$ cat config.mk
export PLATFORM = sky130hd
export DESIGN_NAME = i2c_write_sequencer_flat
export DESIGN_NICKNAME = d
export VERILOG_FILES = /design/src/rtl/i2c_write_sequencer_if.sv /design/src/rtl/i2c_write_sequencer.sv /design/src/flat_wrapper.sv
export SDC_FILE = /design/constraint.sdc
export NUM_CORES = 1
export LEC_CHECK = 0
export ABC_AREA = 1
export CORE_ASPECT_RATIO = 1.75
export CORE_MARGIN = 8
export CORE_UTILIZATION = 34
export CTS_CLUSTER_SIZE = 30
export DETAILED_ROUTE_END_ITERATION = 10
export GPL_TIMING_DRIVEN = 0
export HOLD_SLACK_MARGIN = 0.1
export PLACE_DENSITY = 0.59
export RECOVER_POWER = 50
export SETUP_SLACK_MARGIN = 0.05
export SLEW_MARGIN = 10
export SYNTH_ARGS = -nofsm -noshare
export SYNTH_HDL_FRONTEND = slang
export SYNTH_SLANG_ARGS = --single-unit
$ cat constraint.sdc
create_clock -name i_clk -period 2.31 [get_ports i_clk]
set_input_delay 0.693 -clock i_clk [delete_from_list [all_inputs] [get_ports i_clk]]
set_output_delay 0.693 -clock i_clk [all_outputs]
set_load 0.005 [all_outputs]
$ cat src/rtl/i2c_write_sequencer_if.sv
// Host-side handshake and I2C pad signals of the write sequencer.
// The master modport is the sequencer's view; the slave modport is the host/pad side.
interface i2c_write_sequencer_if;
    logic        i_start;
    logic [15:0] i_data;
    logic        i_sda;
    logic        o_busy;
    logic        o_done;
    logic        o_ack_err;
    logic [15:0] o_data;
    logic        o_scl;
    logic        o_sda;
    logic        o_scl_en;
    logic        o_sda_en;

    modport master (
        input  i_start, i_data, i_sda,
        output o_busy, o_done, o_ack_err, o_data, o_scl, o_sda, o_scl_en, o_sda_en
    );

    modport slave (
        output i_start, i_data, i_sda,
        input  o_busy, o_done, o_ack_err, o_data, o_scl, o_sda, o_scl_en, o_sda_en
    );
endinterface

$ cat src/rtl/i2c_write_sequencer.sv
// Single-master I2C write sequencer: START, {ADDR,W}, two data bytes with ACK checks, STOP.
// Optional feature macro I2C_SEQ_RETRY_EN: up to 3 attempts on an address NACK.
module i2c_write_sequencer #(
    parameter int         CLK_DIV = 4,
    parameter logic [6:0] ADDR    = 7'h50
) (
    input  logic                 i_clk,
    input  logic                 i_rst,
    i2c_write_sequencer_if.master bus
);

    localparam logic [3:0] ST_IDLE    = 4'd0;
    localparam logic [3:0] ST_START   = 4'd1;
    localparam logic [3:0] ST_ADDR    = 4'd2;
    localparam logic [3:0] ST_ACK_A   = 4'd3;
    localparam logic [3:0] ST_BYTE_HI = 4'd4;
    localparam logic [3:0] ST_ACK_H   = 4'd5;
    localparam logic [3:0] ST_BYTE_LO = 4'd6;
    localparam logic [3:0] ST_ACK_L   = 4'd7;
    localparam logic [3:0] ST_STOP    = 4'd8;
    localparam logic [3:0] ST_DONE    = 4'd9;

    localparam logic [7:0] QMAX      = 8'(CLK_DIV - 1);
    localparam logic [7:0] ADDR_BYTE = {ADDR, 1'b0};

    logic [3:0]  state_q, state_d;
    logic [7:0]  qcnt_q, qcnt_d;
    logic [1:0]  phase_q, phase_d;
    logic [2:0]  bit_q, bit_d;
    logic        nack_q, nack_d;
    logic        ack_err_q, ack_err_d;
    logic [15:0] data_q, data_d;
`ifdef I2C_SEQ_RETRY_EN
    logic [1:0]  attempt_q, attempt_d;
    logic        retry_q, retry_d;
`endif

    logic quarter_end;
    logic slot_end;
    logic sample_pt;
    logic [7:0] tx_byte;

    assign quarter_end = (qcnt_q == QMAX);
    assign slot_end    = quarter_end && (phase_q == 2'd3);
    assign sample_pt   = (phase_q == 2'd2) && (qcnt_q == 8'd0);

    always_comb begin
        state_d   = state_q;
        qcnt_d    = qcnt_q;
        phase_d   = phase_q;
        bit_d     = bit_q;
        nack_d    = nack_q;
        ack_err_d = ack_err_q;
        data_d    = data_q;
`ifdef I2C_SEQ_RETRY_EN
        attempt_d = attempt_q;
        retry_d   = retry_q;
`endif

        // Quarter/phase timebase runs only inside a transaction.
        if ((state_q != ST_IDLE) && (state_q != ST_DONE)) begin
            qcnt_d = quarter_end ? 8'd0 : qcnt_q + 8'd1;
            if (quarter_end) begin
                phase_d = phase_q + 2'd1;
            end
        end

        case (state_q)
            ST_IDLE: begin
                if (bus.i_start) begin
                    state_d   = ST_START;
                    data_d    = bus.i_data;
                    ack_err_d = 1'b0;
                    nack_d    = 1'b0;
                    qcnt_d    = 8'd0;
                    phase_d   = 2'd0;
                    bit_d     = 3'd0;
`ifdef I2C_SEQ_RETRY_EN
                    attempt_d = 2'd0;
                    retry_d   = 1'b0;
`endif
                end
            end
            ST_START: begin
                if (slot_end) begin
                    state_d = ST_ADDR;
                end
            end
            ST_ADDR, ST_BYTE_HI, ST_BYTE_LO: begin
                if (slot_end) begin
                    bit_d = bit_q + 3'd1;
                    if (bit_q == 3'd7) begin
                        case (state_q)
                            ST_ADDR:    state_d = ST_ACK_A;
                            ST_BYTE_HI: state_d = ST_ACK_H;
                            default:    state_d = ST_ACK_L;
                        endcase
                    end
                end
            end
            ST_ACK_A: begin
                if (sample_pt) begin
                    nack_d = bus.i_sda;
`ifdef I2C_SEQ_RETRY_EN
                    // Only the final attempt's NACK is reported.
                    if (bus.i_sda && (attempt_q == 2'd2)) begin
                        ack_err_d = 1'b1;
                    end
`else
                    if (bus.i_sda) begin
                        ack_err_d = 1'b1;
                    end
`endif
                end
                if (slot_end) begin
                    if (nack_q) begin
                        state_d = ST_STOP;
`ifdef I2C_SEQ_RETRY_EN
                        retry_d = (attempt_q != 2'd2);
`endif
                    end else begin
                        state_d = ST_BYTE_HI;
                    end
                end
            end
            ST_ACK_H, ST_ACK_L: begin
                if (sample_pt) begin
                    nack_d = bus.i_sda;
                    if (bus.i_sda) begin
                        ack_err_d = 1'b1;
                    end
                end
                if (slot_end) begin
                    if (nack_q || (state_q == ST_ACK_L)) begin
                        state_d = ST_STOP;
                    end else begin
                        state_d = ST_BYTE_LO;
                    end
                end
            end
            ST_STOP: begin
                if (slot_end) begin
`ifdef I2C_SEQ_RETRY_EN
                    if (retry_q) begin
                        state_d   = ST_START;
                        attempt_d = attempt_q + 2'd1;
                        retry_d   = 1'b0;
                    end else begin
                        state_d = ST_DONE;
                    end
`else
                    state_d = ST_DONE;
`endif
                end
            end
            ST_DONE: begin
                state_d = ST_IDLE;
            end
            default: begin
                state_d = ST_IDLE;
            end
        endcase
    end

    always_ff @(posedge i_clk or posedge i_rst) begin
        if (i_rst) begin
            state_q   <= ST_IDLE;
            qcnt_q    <= 8'd0;
            phase_q   <= 2'd0;
            bit_q     <= 3'd0;
            nack_q    <= 1'b0;
            ack_err_q <= 1'b0;
            data_q    <= 16'd0;
`ifdef I2C_SEQ_RETRY_EN
            attempt_q <= 2'd0;
            retry_q   <= 1'b0;
`endif
        end else begin
            state_q   <= state_d;
            qcnt_q    <= qcnt_d;
            phase_q   <= phase_d;
            bit_q     <= bit_d;
            nack_q    <= nack_d;
            ack_err_q <= ack_err_d;
            data_q    <= data_d;
`ifdef I2C_SEQ_RETRY_EN
            attempt_q <= attempt_d;
            retry_q   <= retry_d;
`endif
        end
    end

    // Pad drive is decoded straight from state so reset releases the bus immediately.
    always_comb begin
        bus.o_scl    = 1'b1;
        bus.o_sda    = 1'b1;
        bus.o_scl_en = 1'b0;
        bus.o_sda_en = 1'b0;
        tx_byte      = ADDR_BYTE;
        case (state_q)
            ST_START: begin
                bus.o_scl_en = 1'b1;
                bus.o_sda_en = 1'b1;
                bus.o_sda    = ~phase_q[1];
            end
            ST_ADDR, ST_BYTE_HI, ST_BYTE_LO: begin
                if (state_q == ST_BYTE_HI) begin
                    tx_byte = data_q[15:8];
                end else if (state_q == ST_BYTE_LO) begin
                    tx_byte = data_q[7:0];
                end
                bus.o_scl_en = 1'b1;
                bus.o_sda_en = 1'b1;
                bus.o_scl    = phase_q[1];
                bus.o_sda    = tx_byte[3'd7 - bit_q];
            end
            ST_ACK_A, ST_ACK_H, ST_ACK_L: begin
                bus.o_scl_en = 1'b1;
                bus.o_scl    = phase_q[1];
            end
            ST_STOP: begin
                bus.o_scl_en = 1'b1;
                bus.o_sda_en = 1'b1;
                bus.o_scl    = phase_q[1];
                bus.o_sda    = (phase_q == 2'd3);
            end
            default: begin
            end
        endcase
    end

    assign bus.o_busy    = (state_q != ST_IDLE) && (state_q != ST_DONE);
    assign bus.o_done    = (state_q == ST_DONE);
    assign bus.o_ack_err = ack_err_q;
    assign bus.o_data    = data_q;

endmodule

$ cat src/flat_wrapper.sv
// flat-port wrapper written by rule: the top's interface ports become plain ports
module i2c_write_sequencer_flat 
#(
    parameter int         CLK_DIV = 4,
    parameter logic [6:0] ADDR    = 7'h50
)
  (i_clk, i_rst, bus_i_start, bus_i_data, bus_i_sda, bus_o_busy, bus_o_done, bus_o_ack_err, bus_o_data, bus_o_scl, bus_o_sda, bus_o_scl_en, bus_o_sda_en);
  i2c_write_sequencer_if bus_i ();
  input  logic i_clk;
  input  logic i_rst;
  input wire logic [$bits(bus_i.i_start)-1:0] bus_i_start;
  input wire logic [$bits(bus_i.i_data)-1:0] bus_i_data;
  input wire logic [$bits(bus_i.i_sda)-1:0] bus_i_sda;
  output wire logic [$bits(bus_i.o_busy)-1:0] bus_o_busy;
  output wire logic [$bits(bus_i.o_done)-1:0] bus_o_done;
  output wire logic [$bits(bus_i.o_ack_err)-1:0] bus_o_ack_err;
  output wire logic [$bits(bus_i.o_data)-1:0] bus_o_data;
  output wire logic [$bits(bus_i.o_scl)-1:0] bus_o_scl;
  output wire logic [$bits(bus_i.o_sda)-1:0] bus_o_sda;
  output wire logic [$bits(bus_i.o_scl_en)-1:0] bus_o_scl_en;
  output wire logic [$bits(bus_i.o_sda_en)-1:0] bus_o_sda_en;
  assign bus_i.i_start = bus_i_start;
  assign bus_i.i_data = bus_i_data;
  assign bus_i.i_sda = bus_i_sda;
  assign bus_o_busy = bus_i.o_busy;
  assign bus_o_done = bus_i.o_done;
  assign bus_o_ack_err = bus_i.o_ack_err;
  assign bus_o_data = bus_i.o_data;
  assign bus_o_scl = bus_i.o_scl;
  assign bus_o_sda = bus_i.o_sda;
  assign bus_o_scl_en = bus_i.o_scl_en;
  assign bus_o_sda_en = bus_i.o_sda_en;
  i2c_write_sequencer #(.CLK_DIV(CLK_DIV), .ADDR(ADDR)) u_core (.i_clk(i_clk), .i_rst(i_rst), .bus(bus_i));
endmodule
# Word-level counts from Yosys, hierarchy flattened
# Index checks and enable logic that the tools add are counted.
[op_classes]
n_reduce_logical = 20
n_mux = 37
bitwise_logic = 1
order_cmp = 1
add_sub_neg = 4
eq_ne = 23
[op_table]
columns = ["cell", "count"]
rows = [
  ["$mux W8", 7],
  ["$mux W4", 9],
  ["$pmux W4 S6", 1],
  ["$eq A4 B3 Y1 const B", 4],
  ["$ne A2 B1 Y1 const B", 8],
  ["$pmux W3 S2", 2],
  ["$add A8 B1 Y8 const B", 1],
  ["$eq A4 B2 Y1 const B", 2],
  ["$eq A4 B4 Y1 const B", 2],
  ["$eq A8 B2 Y1 const B", 1],
  ["$logic_not A8 Y1", 1],
  ["$mux W1", 8],
  ["$mux W2", 4],
  ["$reduce_or A8 Y1", 1],
  ["$reduce_and A7 Y1", 1],
  ["$reduce_or A7 Y1", 1],
  ["$mux W3", 2],
  ["$reduce_and A3 Y1", 2],
  ["$reduce_or A3 Y1", 2],
  ["$reduce_or A5 Y1", 1],
  ["$eq A2 B2 Y1 const B", 2],
  ["$eq A4 B1 Y1 const B", 1],
  ["$logic_not A4 Y1", 1],
  ["$lt A3 B4 Y1 const B", 1],
  ["other kinds (17)", 21],
]
[word_totals]
inputBits = 20
register_bits = 35
out_inout_bits = 23
word_cells = 93

# Depth between registers and ports, before layout
[logic_depth]
depth_word = 7
ltp_mapped = 11
depth_no_buf = 10

# Worst setup path after synthesis
# Ideal clock, no wire load.
[synth_path]
kind = "register -> output"
start = "reg u_core.state_q[0]"
end = "out bus_o_sda"
n_path_buf = 2
t_arrival_ns = 1.285
slack_ns = 0.332
path_stages_with_launch = 9
t_required_ns = 1.617
path_cell_list = "dfrtp_1 buf_6 nor2_2 buf_4 nand3_1 nand2_1 a21oi_1 nor2_1 nand3_1"
[synth_between]
elab_chain_len = 7
word_cells_on_any_way = 12
classes_between = "5 x eq/ne; 6 x mux; 1 x reduce/logical"
[synth_rtl]
columns = ["element", "line_no", "source"]
rows = [
  ["start: declaration", "i2c_write_sequencer.sv:26", "logic [3:0] state_q, state_d;"],
  ["start signal: assignment", "i2c_write_sequencer.sv:179", "state_q <= state_d;"],
  ["$eq A4 B3 Y1", "i2c_write_sequencer.sv:200, i2c_write_sequencer.sv:209", ""],
  ["$mux W8", "i2c_write_sequencer.sv:209", "end else if (state_q == ST_BYTE_LO) begin"],
  ["$mux W8", "i2c_write_sequencer.sv:207", "if (state_q == ST_BYTE_HI) begin"],
  ["$mux W8", "i2c_write_sequencer.sv:200", "case (state_q)"],
  ["$bmux W1 S3", "i2c_write_sequencer.sv:215", "bus.o_sda = tx_byte[3'd7 - bit_q];"],
  ["$mux W1 (implied by the code)", "i2c_write_sequencer.sv:215", ""],
  ["$pmux W1 S3 (*)", "i2c_write_sequencer.sv:200", ""],
  ["end: declaration", "flat_wrapper.sv:19", "output wire logic [$bits(bus_i.o_sda)-1:0] bus_o_sda;"],
]
# Every way passes the cells marked *; elsewhere a longest branch is shown, timed or not. The select of a mux whose other input is x is not followed.

# Worst setup path after layout
[layout_path]
start = "reg u_core.state_q[3]"
end = "out bus_o_sda"
# The elaborated chain is that of the path after synthesis.

==> impl_metrics.json <==
{
  "status": "complete, but fails checks",
  "violations": "setup timing",
  "die_span_in_x_um": 75.5,
  "netlist_top_cells_area": "sky130_fd_sc_hd__dfrtp_1, sky130_fd_sc_hd__nand2_1, sky130_fd_sc_hd__nand3_1",
  "grt_antenna_before_repair": 0,
  "synth_fp_nets": 307,
  "critPathLaunch": "u_core.state_q[3]",
  "synth_top_family_by_area": "simple AND/OR/NAND/NOR gates",
  "initial_utilization": 0.346,
  "max_slew_margin": 0.0872,
  "final_hold_viol_count": 0,
  "pwr_density_cell_mw_per_mm2": 436,
  "synth-xor-area-share": 0.00416,
  "drt_pre_antenna_iters": 4,
  "die_height_um": 120,
  "layout-drive-gt1-share": 0.210,
  "ys_seq_area_frac": 0.416,
  "layout.nets": 378,
  "leading_cell_type_in_the_layout_fill_and_taps_excluded": "sky130_fd_sc_hd__nand2_1",
  "clock_tree.root_cell": "sky130_fd_sc_hd__clkbuf_8",
  "mostFrequentLayoutCells": "sky130_fd_sc_hd__nand2_1, sky130_fd_sc_hd__inv_1, sky130_fd_sc_hd__nand3_1, sky130_fd_sc_hd__clkdlybuf4s50_1, sky130_fd_sc_hd__dfrtp_1",
  "setup_viol": 2,
  "gp_routability_congestion": 0.875,
  "dpl-instance-area_mm2": 0.00263,
  "hold-worst-slack_ns": 0.512,
  "cts-root-to-sink-buffers": 2,
  "fmax_ghz": 0.409,
  "finalMaxSlewViolations": 0,
  "fin_util": 0.497,
  "tightestPinTransition_ns": 1.37,
  "cts_made_buffers": 5,
  "whs_endpoint": "u_core.bus.o_data[14]",
  "regArea_um2": 880,
  "clock_insertion_delay_worst_skew_ns": 0.30,
  "vias_per_cell": 4.76,
  "critical_path_peak_fanout": 5,
  "cap_violations": 0,
  "tritoncts_clock_tree": "built",
  "crit_type": "reg -> out",
  "yosysUniqueCellTypes": 29,
  "netlist.area_leader.share": 0.416,
  "final.fill_count": 651,
  "critical_path.endpoint_type": "output pin",
  "post_route_standard_cell_area_excluding_fillers_mm2": 0.00302,
  "synthAdderAreaFrac": 0.0357,
  "worstPathArrival_ns": 1.75,
  "grt_pass1_wl_um": 10200,
  "worst_r2r_endpoint": "u_core.bus.o_data[10]",
  "io_buffer_count": 42,
  "timing.hold.worst.class": "reg -> reg",
  "synth.ff_latch_count": 35,
  "ff2ff_path_depth": 9,
  "finalCritPeriodShare": 1.06,
  "std_cell_rows": 38,
  "remaining_drc_errors": 0,
  "cts.sink_count": 35,
  "via_count": 2061,
  "syn2layout_area_growth_pct": 43.6,
  "first_global_vias": 2125,
  "grt-ovfl-total": 0,
  "crit_required_ns": 1.62,
  "boundary_pins": 43,
  "core_area_mm2": 0.00609,
  "post_synth_inst_count": 281,
  "synth_area_leader_cell": "sky130_fd_sc_hd__dfrtp_1",
  "cts.reportedPaths.clkPinSlew_ns": 0.08,
  "layout_min_cycle_time_ns": 2.44,
  "synth_compound_area_frac": 0.0922,
  "antenna-diode-count": 0,
  "level_count_of_the_clock_h_tree": 2,
  "finalClockSkew_ns": 0.00528,
  "synth-warning-count": 0,
  "worst_ir_drop_vdd_mv": 0.437,
  "post_synth_mux_area_share": 0,
  "antenna_left": 0,
  "total_power_uw": 1320,
  "synth.avg_cell_area_um2": 7.49,
  "synth_simple_gate_area_frac": 0.341,
  "totalWireLength_um": 5970,
  "grt.total_usage": 0.145,
  "min_path_cells": 2,
  "placed_cells": 403,
  "hpwlAfterDp_um": 4290,
  "drtIter0Drc": 69,
  "worst-r2r-setup-slack_ns": 0.63,
  "synth.cell_area_mm2": 0.00210,
  "die_area_mm2": 0.00906,
  "largest_net_degree_at_the_start_of_global_routing": 36,
  "reg2reg_from": "u_core.state_q[0]",
  "cp-start-kind": "flop",
  "multi_input_combinational_cell_area_mm2": 0.00109,
  "finalWorstSetupSlack_ns": -0.133,
  "detail_route.wl_per_cell_um": 13.8,
  "grt_setup_unrepaired": "true",
  "non_filler_instance_count_after_layout": 433,
  "min-delay-start": "u_core.bus.o_data[14]",
  "p_leak_uw": 0.00146
}
metal layers:
layer,part of all wire,global-route usage,vias up
met5,0,0,-
li1,-,-,1049
met2,0.53,0.250,53
met3,0.045,0.0259,11
met4,0.026,0.0787,0
met1,0.40,0.159,948
worst max-delay path by stage:
stage | slack, ns | endpoint
6_report | -0.13 | bus_o_sda
5_1_grt | -0.21 | bus_o_sda
4_1_cts | -0.10 | bus_o_scl
3_5_place_dp | -0.33 | bus_o_sda
3_3_place_gp | -0.33 | bus_o_sda
2_1_floorplan | 0.33 | bus_o_sda
registers in the layout, summed over array words and instances (netlist names):
name                  count
u_core.bus.o_ack_err      1
u_core.qcnt_q             8
u_core.state_q            4
u_core.bus.o_data        16
u_core.nack_q             1
u_core.phase_q            2
u_core.bit_q              3
final cells by class:
class,count,share of cell area
Clock inverter,3,0.0145
Tap cell,80,0.0331
Multi-Input combinational cell,194,0.361
Clock buffer,5,0.0228
Buffer,8,0.0240
Sequential cell,35,0.291
Timing Repair Buffer,64,0.198
Inverter,44,0.0555
critical path, cell delays in order (launching register included):
cell	delay (ns)
sky130_fd_sc_hd__dfrtp_2	0.46
sky130_fd_sc_hd__nor2_4	0.21
sky130_fd_sc_hd__buf_4	0.14
sky130_fd_sc_hd__nand3b_1	0.08
sky130_fd_sc_hd__nand3_1	0.11
sky130_fd_sc_hd__nand2_1	0.06
sky130_fd_sc_hd__nand2_1	0.05
sky130_fd_sc_hd__nand2_1	0.07
sky130_fd_sc_hd__nand2_1	0.07
sky130_fd_sc_hd__nand3_2	0.07
sky130_fd_sc_hd__buf_6	0.12
power breakdown:
group / internal, uW / switching (uW)
combinational: 65.5 / 40.9
clock: 321 / 250
sequential: 630 / 11.3
total: 1020 / 302
cell usage after synthesis, drive strengths merged:
cell type and count:
nand2 78, inv 44, nand3 42, dfrtp 35, o21ai 22, nor2 20
buf 8, nand4 7, a21oi 6, ha 6, nand3b 2, nor3 2
o211ai 2, a22oi 1, a41o 1, and3 1, nor3b 1, o22ai 1
o31ai 1, xor2 1
repair_timing:
action,in CTS,in global routing
gates resized for setup,31,16
endpoints found under the hold margin,0,0
hold buffers,0,0
endpoints found under the setup margin,6,6
buffers inserted,15,5
gates cloned,2,0
pin swaps,4,8
through the flow:
| stage | TNS (ns) | setup slack (ns) |
|---|---|---|
| 6_report | -0.184 | -0.133 |
| 3_3_place_gp | -1.90 | -0.328 |
| 3_5_place_dp | -0.715 | -0.328 |
| 2_1_floorplan | 0 | 0.332 |
| 4_1_cts | -0.211 | -0.103 |
| 5_1_grt | -1.09 | -0.208 |
kinds of logic (layout without fill, tap and decap cells):
| kind of cell | count (synthesis) | after routing |
|---|---|---|
| AOI/OAI and AO/OA | 34 | 34 |
| buffers and inverters | 52 | 124 |
| xor gates and xnor gates | 1 | 1 |
| DFF | 35 | 35 |
| and+or+nand+nor | 153 | 153 |
| adders and majority gates | 6 | 6 |
(Power assumes the default switching activity.)
